`config.mk`:
```
export PLATFORM = sky130hd
export DESIGN_NAME = tmds_decoder_flat
export DESIGN_NICKNAME = d
export VERILOG_FILES = /design/src/rtl/tmds_decoder_if.sv /design/src/rtl/tmds_decoder.sv /design/src/flat_wrapper.sv
export SDC_FILE = /design/constraint.sdc
export NUM_CORES = 1
export LEC_CHECK = 0
export ABC_CLOCK_PERIOD_IN_PS = 3200
export BUFFER_PORTS_ARGS = -buffer_cell sky130_fd_sc_hd__clkbuf_2
export CORE_UTILIZATION = 55
export CTS_CLUSTER_DIAMETER = 30
export CTS_CLUSTER_SIZE = 28
export DETAILED_ROUTE_END_ITERATION = 6
export PLACE_DENSITY_LB_ADDON = 0.25
export SLEW_MARGIN = 15
export SYNTH_ARGS = -nofsm -noshare
export SYNTH_HDL_FRONTEND = slang
export SYNTH_SLANG_ARGS = --single-unit
```
`constraint.sdc`:
```
create_clock -name clk_in -period 3.2 [get_ports clk_in]
set_input_delay 0.16 -clock clk_in [delete_from_list [all_inputs] [get_ports clk_in]]
set_output_delay 0.16 -clock clk_in [all_outputs]
set_load 0.01 [all_outputs]
```
`src/rtl/tmds_decoder_if.sv`:
```
// Symbol-side bundle of one TMDS receive channel: raw deserialized word in, decoded symbol and alignment status out.
interface tmds_decoder_if;
  localparam int unsigned RAW_W  = 10;
  localparam int unsigned DATA_W = 8;
  localparam int unsigned CTRL_W = 2;
  localparam int unsigned OFF_W  = 4;

  logic [RAW_W-1:0]  raw_in;
  logic [DATA_W-1:0] data_out;
  logic [CTRL_W-1:0] control_out;
  logic              ve_out;
  logic              locked_out;
  logic [OFF_W-1:0]  offset_out;

  modport master (
    output raw_in,
    input  data_out, control_out, ve_out, locked_out, offset_out
  );

  modport slave (
    input  raw_in,
    output data_out, control_out, ve_out, locked_out, offset_out
  );
endinterface

```
`src/rtl/tmds_decoder.sv`:
```
// TMDS receive decoder: hunts for the symbol boundary using runs of control tokens,
// then decodes each aligned 10-bit symbol to 8-bit video data or a 2-bit control code.
module tmds_decoder #(
  parameter int unsigned LOCK_RUN  = 8,
  parameter int unsigned SLIP_WAIT = 4096
) (
  input logic           clk_in,
  input logic           rst_n_in,
  tmds_decoder_if.slave bus
);
  localparam int unsigned RAW_W    = 10;
  localparam int unsigned HIST_W   = 19;
  localparam int unsigned DATA_W   = 8;
  localparam int unsigned CTRL_W   = 2;
  localparam int unsigned OFF_W    = 4;
  localparam int unsigned RUN_W    = 8;
  localparam int unsigned TMR_W    = 16;
  localparam int unsigned OFF_CNT  = 10;

  localparam logic [RUN_W-1:0] RUN_MAX  = RUN_W'(LOCK_RUN);
  localparam logic [TMR_W-1:0] TMR_MAX  = TMR_W'(SLIP_WAIT - 1);
  localparam logic [OFF_W-1:0] OFF_LAST = OFF_W'(OFF_CNT - 1);

  localparam logic [RAW_W-1:0] TOK_00 = 10'b1101010100;
  localparam logic [RAW_W-1:0] TOK_01 = 10'b0010101011;
  localparam logic [RAW_W-1:0] TOK_10 = 10'b0101010100;
  localparam logic [RAW_W-1:0] TOK_11 = 10'b1010101011;

  typedef enum logic {SEARCH = 1'b0, LOCKED = 1'b1} state_t;

  state_t              state, state_nxt;
  logic [RAW_W-1:0]    cur, prev, win;
  logic [HIST_W-1:0]   hist;
  logic [RUN_W-1:0]    run_cnt, run_nxt;
  logic [TMR_W-1:0]    timer, timer_nxt;
  logic [OFF_W-1:0]    offset, offset_nxt;
  logic                hit;
  logic [CTRL_W-1:0]   code;
  logic [DATA_W-1:0]   dmask, decoded;
  logic [DATA_W-1:0]   data_q, data_nxt;
  logic [CTRL_W-1:0]   ctrl_q, ctrl_nxt;
  logic                ve_q, ve_nxt;
  logic                locked_q, locked_nxt;

  // The top bit of cur never lands in any window (highest offset is 9), so it is left out.
  assign hist = {cur[RAW_W-2:0], prev};

  always_comb begin
    win = hist[RAW_W-1:0];
    for (int k = 1; k < int'(OFF_CNT); k++) begin
      if (offset == OFF_W'(k)) win = hist[k +: RAW_W];
    end
  end

  always_comb begin
    hit  = 1'b0;
    code = 2'b00;
    case (win)
      TOK_00:  begin hit = 1'b1; code = 2'b00; end
      TOK_01:  begin hit = 1'b1; code = 2'b01; end
      TOK_10:  begin hit = 1'b1; code = 2'b10; end
      TOK_11:  begin hit = 1'b1; code = 2'b11; end
      default: begin hit = 1'b0; code = 2'b00; end
    endcase
  end

  // Undo the optional inversion (bit 9), then the XOR/XNOR transition chain (bit 8).
  always_comb begin
    dmask      = win[9] ? ~win[DATA_W-1:0] : win[DATA_W-1:0];
    decoded    = '0;
    decoded[0] = dmask[0];
    for (int i = 1; i < int'(DATA_W); i++) begin
      decoded[i] = win[8] ? (dmask[i] ^ dmask[i-1]) : ~(dmask[i] ^ dmask[i-1]);
    end
  end

  // State register, alignment counters and history.
  always_ff @(posedge clk_in or negedge rst_n_in) begin
    if (!rst_n_in) begin
      state   <= SEARCH;
      run_cnt <= '0;
      timer   <= '0;
      offset  <= '0;
      cur     <= '0;
      prev    <= '0;
    end else begin
      state   <= state_nxt;
      run_cnt <= run_nxt;
      timer   <= timer_nxt;
      offset  <= offset_nxt;
      cur     <= bus.raw_in;
      prev    <= cur;
    end
  end

  // A hit always clears the timer, so a token on the expiry cycle suppresses the slip.
  always_comb begin
    state_nxt  = state;
    run_nxt    = run_cnt;
    timer_nxt  = timer;
    offset_nxt = offset;
    if (hit) begin
      timer_nxt = '0;
      run_nxt   = (run_cnt >= RUN_MAX) ? RUN_MAX : run_cnt + RUN_W'(1);
      if (state == SEARCH && run_nxt == RUN_MAX) state_nxt = LOCKED;
    end else if (timer == TMR_MAX) begin
      offset_nxt = (offset == OFF_LAST) ? '0 : offset + OFF_W'(1);
      timer_nxt  = '0;
      run_nxt    = '0;
      state_nxt  = SEARCH;
    end else begin
      run_nxt   = '0;
      timer_nxt = timer + TMR_W'(1);
    end
  end

  always_comb begin
    data_nxt   = '0;
    ctrl_nxt   = '0;
    ve_nxt     = 1'b0;
    locked_nxt = (state == LOCKED);
    if (state == LOCKED) begin
      if (hit) begin
        ctrl_nxt = code;
      end else begin
        data_nxt = decoded;
        ctrl_nxt = ctrl_q;
        ve_nxt   = 1'b1;
      end
    end
  end

  always_ff @(posedge clk_in or negedge rst_n_in) begin
    if (!rst_n_in) begin
      data_q   <= '0;
      ctrl_q   <= '0;
      ve_q     <= 1'b0;
      locked_q <= 1'b0;
    end else begin
      data_q   <= data_nxt;
      ctrl_q   <= ctrl_nxt;
      ve_q     <= ve_nxt;
      locked_q <= locked_nxt;
    end
  end

  assign bus.data_out    = data_q;
  assign bus.control_out = ctrl_q;
  assign bus.ve_out      = ve_q;
  assign bus.locked_out  = locked_q;
  assign bus.offset_out  = offset;
endmodule

```
`src/flat_wrapper.sv`:
```
// flat-port wrapper written by rule: the top's interface ports become plain ports
module tmds_decoder_flat 
#(
  parameter int unsigned LOCK_RUN  = 8,
  parameter int unsigned SLIP_WAIT = 4096
)
  (clk_in, rst_n_in, bus_raw_in, bus_data_out, bus_control_out, bus_ve_out, bus_locked_out, bus_offset_out);
  tmds_decoder_if bus_i ();
  input logic clk_in;
  input logic rst_n_in;
  input wire logic [$bits(bus_i.raw_in)-1:0] bus_raw_in;
  output wire logic [$bits(bus_i.data_out)-1:0] bus_data_out;
  output wire logic [$bits(bus_i.control_out)-1:0] bus_control_out;
  output wire logic [$bits(bus_i.ve_out)-1:0] bus_ve_out;
  output wire logic [$bits(bus_i.locked_out)-1:0] bus_locked_out;
  output wire logic [$bits(bus_i.offset_out)-1:0] bus_offset_out;
  assign bus_i.raw_in = bus_raw_in;
  assign bus_data_out = bus_i.data_out;
  assign bus_control_out = bus_i.control_out;
  assign bus_ve_out = bus_i.ve_out;
  assign bus_locked_out = bus_i.locked_out;
  assign bus_offset_out = bus_i.offset_out;
  tmds_decoder #(.LOCK_RUN(LOCK_RUN), .SLIP_WAIT(SLIP_WAIT)) u_core (.clk_in(clk_in), .rst_n_in(rst_n_in), .bus(bus_i));
endmodule
```
### Word level (Yosys, flattened, before mapping)

Index checks and enable logic that the tools add are counted.

| cells by class | value |
|---|---|
| order comparisons | 1 |
| multiplexer cells | 33 |
| add/sub/neg operators | 3 |
| eq/ne operators | 17 |
| bitwise logic cells | 17 |
| reductions and logical operators | 5 |

Operators with widths:

| operator | number |
|---|---|
| $mux 10 | 9 |
| $mux 8 | 5 |
| $mux 16 | 2 |
| $eq 10x10->1 const B | 2 |
| $add 16x1->16 const B | 1 |
| $eq 16x12->1 const B | 1 |
| $eq 4x3->1 const B | 4 |
| $mux 1 | 13 |
| $eq 10x8->1 const B | 1 |
| $eq 10x9->1 const B | 1 |
| $not 1->1 | 9 |
| $add 8x1->8 const B | 1 |
| $eq 4x2->1 const B | 2 |
| $eq 4x4->1 const B | 2 |
| $eq 8x4->1 const B | 1 |
| $ge 8x4->1 const B | 1 |
| $not 8->8 | 1 |
| $xor 1x1->1 | 7 |
| $pmux 2 s3 | 1 |
| $add 4x1->4 const B | 1 |
| $eq 4x1->1 const B | 1 |
| $mux 2 | 2 |
| $mux 4 | 1 |
| $ne 2x2->1 const B | 2 |
| 4 further kinds | 5 |

| word-level totals | value |
|---|---|
| word-level logic and storage cells | 86 |
| register bits after elaboration | 61 |

### Longest topological paths before layout

Gate-level depths: netlist of the first run.

| logic depth | value |
|---|---|
| word-level depth | 17 |
| gate-level depth with buffers | 19 |
| mapped depth without buffers | 14 |

### Least setup slack after synthesis of the first run

Ideal clock, no wire load.

| timing | value |
|---|---|
| path type | register -> register |
| from | register u_core.offset[1], in the netlist u_core.bus.offset_out[1] |
| to | register u_core.timer[9] |
| slack | -241 ps |
| arrival | 3322 ps |
| clock period less this slack | 3441 ps |
| cell stages (with the launch flop) | 17 |
| data required time | 3081 ps |
| path buffers | 6 |
| setup time | 119 ps |
| path through | dfrtp_1 > buf_4 > buf_2 > buf_1 > buf_1 > mux2i_1 > o21ai_0 > a2111oi_0 > a21o_1 > ha_1 > nand3_1 > or4b_4 > and2_4 > buf_6 > nand2_4 > buf_12 > nor2_2 |

| on the way | value |
|---|---|
| word-level cells in the longest chain between the ends | 14 |
| elaborated cells on any way between the ends | 25 |

Ends and longest elaborated chain:

| item | RTL line | text |
|---|---|---|
| start, declared | tmds_decoder.sv:36 | `logic [OFF_W-1:0] offset, offset_nxt;` |
| start signal, assigned | tmds_decoder.sv:90 | `offset <= offset_nxt;` |
| $eq 4x1->1 | tmds_decoder.sv:51 | `if (offset == OFF_W'(k)) win = hist[k +: RAW_W];` |
| $mux 10 (8 in series) | tmds_decoder.sv:51 |  |
| $mux 10 * | tmds_decoder.sv:51 |  |
| $eq 10x10->1 (tied with other cells) | tmds_decoder.sv:58 | `case (win)` |
| $reduce_or 4->1 (no line) * | - |  |
| $mux 1 * | tmds_decoder.sv:58 |  |
| $mux 16 * | tmds_decoder.sv:102 | `if (hit) begin` |
| net u_core.timer_nxt[9] | tmds_decoder.sv:35 | `logic [TMR_W-1:0] timer, timer_nxt;` |
| end signal, assigned | tmds_decoder.sv:89 | `timer <= timer_nxt;` |
| end, declared | tmds_decoder.sv:35 |  |

Mark *: on every way through the listed nets, which the timed path passes. The rest lies on a longest branch.
A chain may end at the register's enable or synchronous reset.

### Final worst setup path of the first run

| timing | value |
|---|---|
| from | register u_core.offset[0], in the netlist u_core.bus.offset_out[0] |
| to | register u_core.timer[4] |

Same word-level chain as after synthesis.

==> qor.yml, run 1 <==
synthesis:
  synth-simple-area-share: 0.185
  synth-edff-count: 0
  synth_top_area_frac: 0.413
  synth_mux_area_frac: 0.0434
  ys_ff_latch: 61
  async_flop_share: 1.00
  synth-compound-area-share: 0.191
  synth_top_family_by_area: "compound AO/OA/AOI/OAI gates"
  synth.yosys.seq_area_share: 0.413
  synthXorXnorAreaFrac: 0.0664
  synth_cell_types: 71
  syn_avg_cell_area_um2: 9.37
  syn_inst: 394
  synthFlopType: "dfrtp_1"
  synth_fa_ha_area_frac: 0.0339
  yosysWarnings: 0
  syn_area_mm2: 0.00369
  synth_area_leaders: "dfrtp_1 (41%), mux2i_1 (4.3%), xnor2_1 (3.8%)"
  yosysTopAreaCell: "dfrtp_1"
timing:
  setup_violations: 0
  slew_headroom: 0.339
  rsz0062_at_grt: "true"
  worstMarginPinSlew_ps: 991
  fin_ws_ps: 140
  fin_crit_ps: 3060
  hold_violations: 0
  fmax_ghz: 0.327
  fin_crit_sh: 0.956
  fin_worst_skew_ps: 4.54
  slew_viol_final: 0
global_routing:
  gr-total-overflow: 0
  grt_start_max_net_pins: 41
  grt_pass1_wl_mm: 15.6
  grt_pass1_vias: 3062
  antenna_found_initial: 0
  grt_usage: 0.287
route:
  firstDrtPassIters: 6
  detail_route.wl_per_cell_um: 17.0
  drc: 0
  wirelength_mm: 9.05
  first_iter_violations: 364
  via_per_inst: 5.92
  vias: 3148
  drtAntennaViolNets: 0
clocking:
  cts_sinks: 61
  root_buffer: "clkbuf_8"
  cts_buffer_depth: 2
  clk_pin_slew_ps: 70
  numCtsBuffers: 9
  clkLatencyLatePin_ps: 350
  cts_tree: "built"
  h-tree-depth: 3
setup_path:
  r2r_slack_ps: 140
  endpoint_kind: "flop"
  crit_required_ps: 3430
  critPathArrivalTime_ps: 3290
  worstSetupStartpointType: "flop"
  critPathKind: "flop to flop"
  r2r_start: "u_core.bus.offset_out[0]"
  reg2regPathDepth: 12
  crit_fanout: 14
  rr_endpoint: "u_core.timer[4]"
  crit_start: "u_core.bus.offset_out[0]"
floorplanning:
  die_h_um: 83.9
  io_pins: 28
  num_rows: 29
  die_x_um: 83.9
  dieArea_mm2: 0.00705
  core_mm2: 0.00642
  start_util: 0.575
layout:
  nets: 472
  drive_above_1_share: 0.244
  final_cell_area_mm2: 0.00439
  antenna_cells: 0
  area_growth_pct: 18.8
  fillers: 516
min_path:
  hold_class: "flop to flop"
  hold_path_depth: 0
  holdPathEnd: "u_core.prev[9]"
  holdCritStartpoint: "u_core.cur[9]"
outcome:
  status: "finished clean"
power:
  leakage_nw: 1.92
  ir_worst_vdd_v: 0.000462
  power_density_mw_per_mm2: 444
place:
  gp_congestion: 0.942
  hpwl_mm: 6.24
  pre_cts_ws_ps: 88.6
  numPortBuffers: 27
  post_dp_cell_area_mm2: 0.00401
job:
  drv_cap: 0
-- worst max-delay path, stage by stage (launching register included) --
cell,delay [ps]
dfrtp_2,480
mux2i_2,310
nand2_1,130
o2111ai_1,120
a21oi_1,100
a2111oi_1,410
a21o_1,170
ha_1,150
nand3_1,80
or4b_4,530
and2_4,200
nand2_4,180
nor2_1,80
-- final cells by class --
class                      instances  area, um^2  area share
sequential                        61        1530       0.349
clock inverter                     6        86.3      0.0197
clock buffer                      10         138      0.0314
multi-input combinational        292        1970       0.448
tap                               77        96.3      0.0220
timing repair buffer              72         517       0.118
inverter                          14        52.6      0.0120
-- registers in the layout (all words and copies together), names as in the netlist --
register,cells
u_core.timer,16
u_core.cur,10
u_core.prev,10
u_core.bus.data_out,8
u_core.run_cnt,8
u_core.bus.offset_out,4
u_core.bus.control_out,2
u_core.bus.locked_out,1
u_core.bus.ve_out,1
u_core.locked_nxt,1
-- layer usage --
metal / vias to the layer above / GRT usage / part of all wire
met5: - / 0 / 0
met2: 147 / 0.438 / 0.46
li1: 1507 / - / -
met4: 0 / 0.130 / 0.031
met3: 28 / 0.0673 / 0.081
met1: 1466 / 0.390 / 0.42
-- cell usage after synthesis (2+ instances only) --
| cell | instances |
|---|---|
| nand2_1 | 27 |
| nor2_2 | 10 |
| a21oi_1 | 27 |
| and3_1 | 4 |
| o22ai_1 | 2 |
| o21ai_0 | 22 |
| buf_2 | 14 |
| inv_1 | 14 |
| a31oi_1 | 2 |
| o221ai_1 | 4 |
| buf_6 | 5 |
| nand4_1 | 7 |
| nand3_1 | 11 |
| mux2i_1 | 16 |
| o31ai_1 | 3 |
| clkbuf_1 | 6 |
| a2bb2oi_1 | 4 |
| nor2b_1 | 6 |
| a211o_1 | 2 |
| buf_1 | 3 |
| nor3b_1 | 2 |
| o21a_1 | 2 |
| or3b_1 | 2 |
| a22oi_1 | 8 |
| xnor2_1 | 16 |
| xor2_1 | 12 |
| nor2_1 | 34 |
| a21o_1 | 3 |
| nor3_1 | 9 |
| o211ai_1 | 2 |
| nand2b_1 | 2 |
| a221oi_1 | 2 |
| a21boi_0 | 3 |
| ha_1 | 10 |
| dfrtp_1 | 61 |
| nand3b_1 | 2 |
-- how the worst max path moves through the flow --
stage	to	slack [ps]
final	u_core.timer[4]	140
after global routing	u_core.timer[4]	-40
after CTS	u_core.timer[4]	50
after detailed placement	u_core.timer[4]	90
after global placement	u_core.bus.offset_out[2]	110
after floorplan	u_core.timer[9]	8
-- stage by stage --
stage	setup TNS, ps	power, mW	instances	hold WS, ps	util
global route	-325	2.05	532	380	0.683
CTS	0	1.96	531	355	0.677
detailed placement	0	1.18	504	271	0.625
floorplan	0	1.08	397	-136	-
global placement	0	1.17	504	269	0.625
finish	0	1.95	532	360	0.683
-- power by group --
group          switching, mW  total (mW)  internal (mW)
clock                  0.311       0.769          0.458
sequential            0.0682       0.913          0.845
combinational          0.140       0.266          0.126
-- logic make-up (layout without fill, tap and decap cells) --
logic type / Yosys count / count (layout)
other cells: 1 / 4
simple gates: 130 / 130
xor+xnor: 28 / 28
buf+inv: 44 / 102
mux: 16 / 16
flops: 61 / 61
compound gates: 104 / 104
fa+ha+maj: 10 / 10
-- what timing repair did --
action	4_1_cts	5_1_grt
hold buffers	11	0
setup endpoints to repair	11	35
resized for setup	1	11
buffers inserted	0	1
hold endpoints to repair	12	0
-- layout by cell type (no fill, tap or decap), types with 3 or more instances in the layout --
| cell | synthesis | routed |
|---|---|---|
| dfrtp_1 | 61 | 58 |
| nor2_1 | 34 | 33 |
| buf_4 | 1 | 32 |
| nand2_1 | 27 | 27 |
| a21oi_1 | 27 | 27 |
| clkbuf_2 | 0 | 27 |
| o21ai_0 | 22 | 19 |
| xnor2_1 | 16 | 16 |
| mux2i_1 | 16 | 15 |
| inv_1 | 14 | 14 |
| xor2_1 | 12 | 12 |
| nand3_1 | 11 | 11 |
| nor2_2 | 10 | 11 |
| dlygate4sd3_1 | 0 | 11 |
| ha_1 | 10 | 10 |
| clkbuf_8 | 0 | 10 |
| nor3_1 | 9 | 8 |
| a22oi_1 | 8 | 7 |
| nand4_1 | 7 | 7 |
| nor2b_1 | 6 | 6 |
| a2bb2oi_1 | 4 | 4 |
| o221ai_1 | 4 | 4 |
| and3_1 | 4 | 4 |
| conb_1 | 1 | 4 |
| o21ai_2 | 1 | 3 |
| a21o_1 | 3 | 3 |
| a21boi_0 | 3 | 3 |
| dfrtp_2 | 0 | 3 |
(Power assumes the default switching activity.)
==> inputs of run 2 (changes only) <==
- ABC_CLOCK_PERIOD_IN_PS: 3200 -> 3800
- CORE_ASPECT_RATIO: unset -> 0.9
- CORE_MARGIN: unset -> 5
- CORE_UTILIZATION: 55 -> 58
- clock period: 3.2 -> 3.8 ns (I/O delays scaled with it)
==> run 2 against run 1 <==
  * Sequential cell count unchanged
  * Sequential share of layout area up 1.6 points
  * Final area down 4.5%
  * Register-to-register slack better by 96 ps
  * Power down 20%
  * Largest cell class unchanged
  * Largest power group unchanged
==> qor.yml, run 2 (synthesis gave the netlist of run 1 again) <==
layout:
  final_common_cell: "dfrtp_1"  # unchanged
  regMostFlops: "u_core.timer"  # unchanged
  drive_above_1_share: 0.190  # was 0.244
  final_cell_mix: "dfrtp_1 (61), nor2_1 (34), nand2_1 (27), a21oi_1 (27), clkbuf_2 (27)"  # was dfrtp_1 (58), nor2_1 (33), buf_4 (32)
  area_growth_pct: 13.5  # was 18.8%
  fin_util: 0.681  # was 0.683
  fillers: 525  # was 516
  nets: 454  # was 472
  top_regs: "u_core.timer (16), u_core.cur (10), u_core.prev (10)"  # unchanged
  largest_reg_flops: 16  # unchanged
  antenna_cells: 0  # unchanged
setup_path:
  endpoint_kind: "flop"  # unchanged
  crit_fanout: 24  # was 14
  r2r_start: "u_core.bus.offset_out[0]"  # unchanged
  critPathArrivalTime_ps: 3790  # was 3290 ps
  crit_required_ps: 4020  # was 3430 ps
  crit_start: "u_core.bus.offset_out[0]"  # unchanged
  rr_endpoint: "u_core.timer[15]"  # was u_core.timer[4]
  critPathKind: "flop to flop"  # unchanged
  endpoint: "u_core.timer[15]"  # was u_core.timer[4]
  reg2regPathDepth: 14  # was 12
  r2r_slack_ps: 240  # was 140 ps
  worstSetupStartpointType: "flop"  # unchanged
clocking:
  post-cts-setup-buffer-count: 0  # unchanged
  root_buffer: "clkbuf_8"  # unchanged
  postCtsHoldBufs: 11  # unchanged
  h-tree-depth: 3  # unchanged
  cts_sinks: 61  # unchanged
  clk_pin_slew_ps: 70  # about the same
  cts_buffer_depth: 2  # unchanged
  cts_tree: "built"  # unchanged
  cts_resized: 0  # was 1
  clkLatencyLatePin_ps: 330  # was 350 ps
  numCtsBuffers: 9  # unchanged
timing:
  setup_violations: 0  # unchanged
  fin_worst_skew_ps: 6.68  # was 4.54 ps
  slew_headroom: 0.465  # was 0.339
  fin_crit_sh: 0.938  # was 0.956
  slew_viol_final: 0  # unchanged
  fin_setup_tns_ps: 0  # unchanged
  fin_crit_ps: 3560  # was 3060 ps
  worstMarginPinSlew_ps: 803  # was 991 ps
  fmax_ghz: 0.281  # was 0.327 GHz
  rsz0062_at_grt: "false"  # was true
  hold_violations: 0  # unchanged
place:
  gp_congestion: 0.922  # was 0.942
  numPortBuffers: 27  # unchanged
  hpwl_mm: 5.90  # was 6.24 mm
power:
  power_density_mw_per_mm2: 371  # was 444 mW/mm^2
  ir_worst_vdd_v: 0.000344  # was 0.000462 V
  leakage_nw: 1.81  # was 1.92 nW
route:
  drtAntennaViolNets: 0  # unchanged
  firstDrtPassIters: 5  # was 6
  first_iter_violations: 334  # was 364
  drc: 0  # unchanged
  wirelength_mm: 8.43  # was 9.05 mm
  detail_route.wl_per_cell_um: 16.1  # was 17.0 um
  via_per_inst: 5.84  # was 5.92
  vias: 3060  # was 3,148
floorplanning:
  die_x_um: 94.1  # was 83.9 um
  io_pins: 28  # unchanged
  dieArea_mm2: 0.00806  # was 0.00705 mm^2
  die_h_um: 85.7  # was 83.9 um
  start_util: 0.601  # was 0.575
  num_rows: 27  # was 29
  core_mm2: 0.00615  # was 0.00642 mm^2
global_routing:
  grt_start_max_net_pins: 41  # unchanged
  grt_usage: 0.225  # was 0.287
  grt_pass1_vias: 2864  # was 3,062
  antenna_found_initial: 0  # unchanged
  grt_pass1_wl_mm: 14.1  # was 15.6 mm
  gr-total-overflow: 0  # unchanged
min_path:
  holdCritStartpoint: "u_core.cur[9]"  # unchanged
  hold_class: "flop to flop"  # unchanged
job:
  drv_cap: 0  # unchanged
outcome:
  status: "finished clean"  # unchanged
## run 2: metal layers
metal,global-route usage,routed length [um],up-vias
li1,-,-,1470
met1,0.326,3870,1427
met5,0,0,-
met2,0.330,3700,148
met3,0.0623,743,15
met4,0.0682,123,0
## run 2: area by class of cell
| type | instances | area [um^2] | area share |
|---|---|---|---|
| Timing Repair Buffer | 54 | 365 | 0.0872 |
| Clock inverter | 7 | 75.1 | 0.0179 |
| Clock buffer | 9 | 124 | 0.0296 |
| Tap cell | 87 | 109 | 0.0260 |
| Sequential cell | 61 | 1530 | 0.364 |
| Inverter | 14 | 52.6 | 0.0125 |
| Multi-Input combinational cell | 292 | 1940 | 0.462 |
## run 2: worst min-delay path by stage
stage	endpoint	slack, ps	cells after the start
after global routing	u_core.prev[9]	380	0
after detailed placement	u_core.prev[0]	300	1
final	u_core.prev[9]	350	0
after floorplan	u_core.bus.control_out[0]	-110	0
after global placement	u_core.prev[0]	300	1
after CTS	u_core.prev[9]	350	0
## run 2: report_power, final
part           leakage [nW]  internal [mW]  total, mW  switching [mW]
registers             0.776          0.711      0.773          0.0618
clock network        0.0971          0.305      0.568           0.262
logic                 0.936          0.100      0.213           0.113
total                  1.81           1.12       1.55           0.437
## run 2: worst max-delay path, stage by stage, from the launching register on
cell	delay, ps
dfrtp_1	860
buf_4	260
nand2b_1	150
a21oi_1	80
a211o_1	280
o221ai_1	70
a22oi_1	90
o21ai_0	250
buf_4	180
ha_1	160
nand3_1	80
or4b_4	530
and2_4	200
nand2_4	190
nor2_1	80
## run 2: metrics by stage
step | instances | area [um^2] | total power, mW | hold WS, ps | worst slack [ps]
after floorplan | 397 | 3700 | 0.912 | -106 | 359
after global placement | 497 | 3880 | 0.977 | 296 | 346
after detailed placement | 497 | 3880 | 0.984 | 300 | 314
after CTS | 524 | 4190 | 1.57 | 353 | 296
after global routing | 524 | 4190 | 1.64 | 381 | 68.1
final | 524 | 4190 | 1.55 | 351 | 236
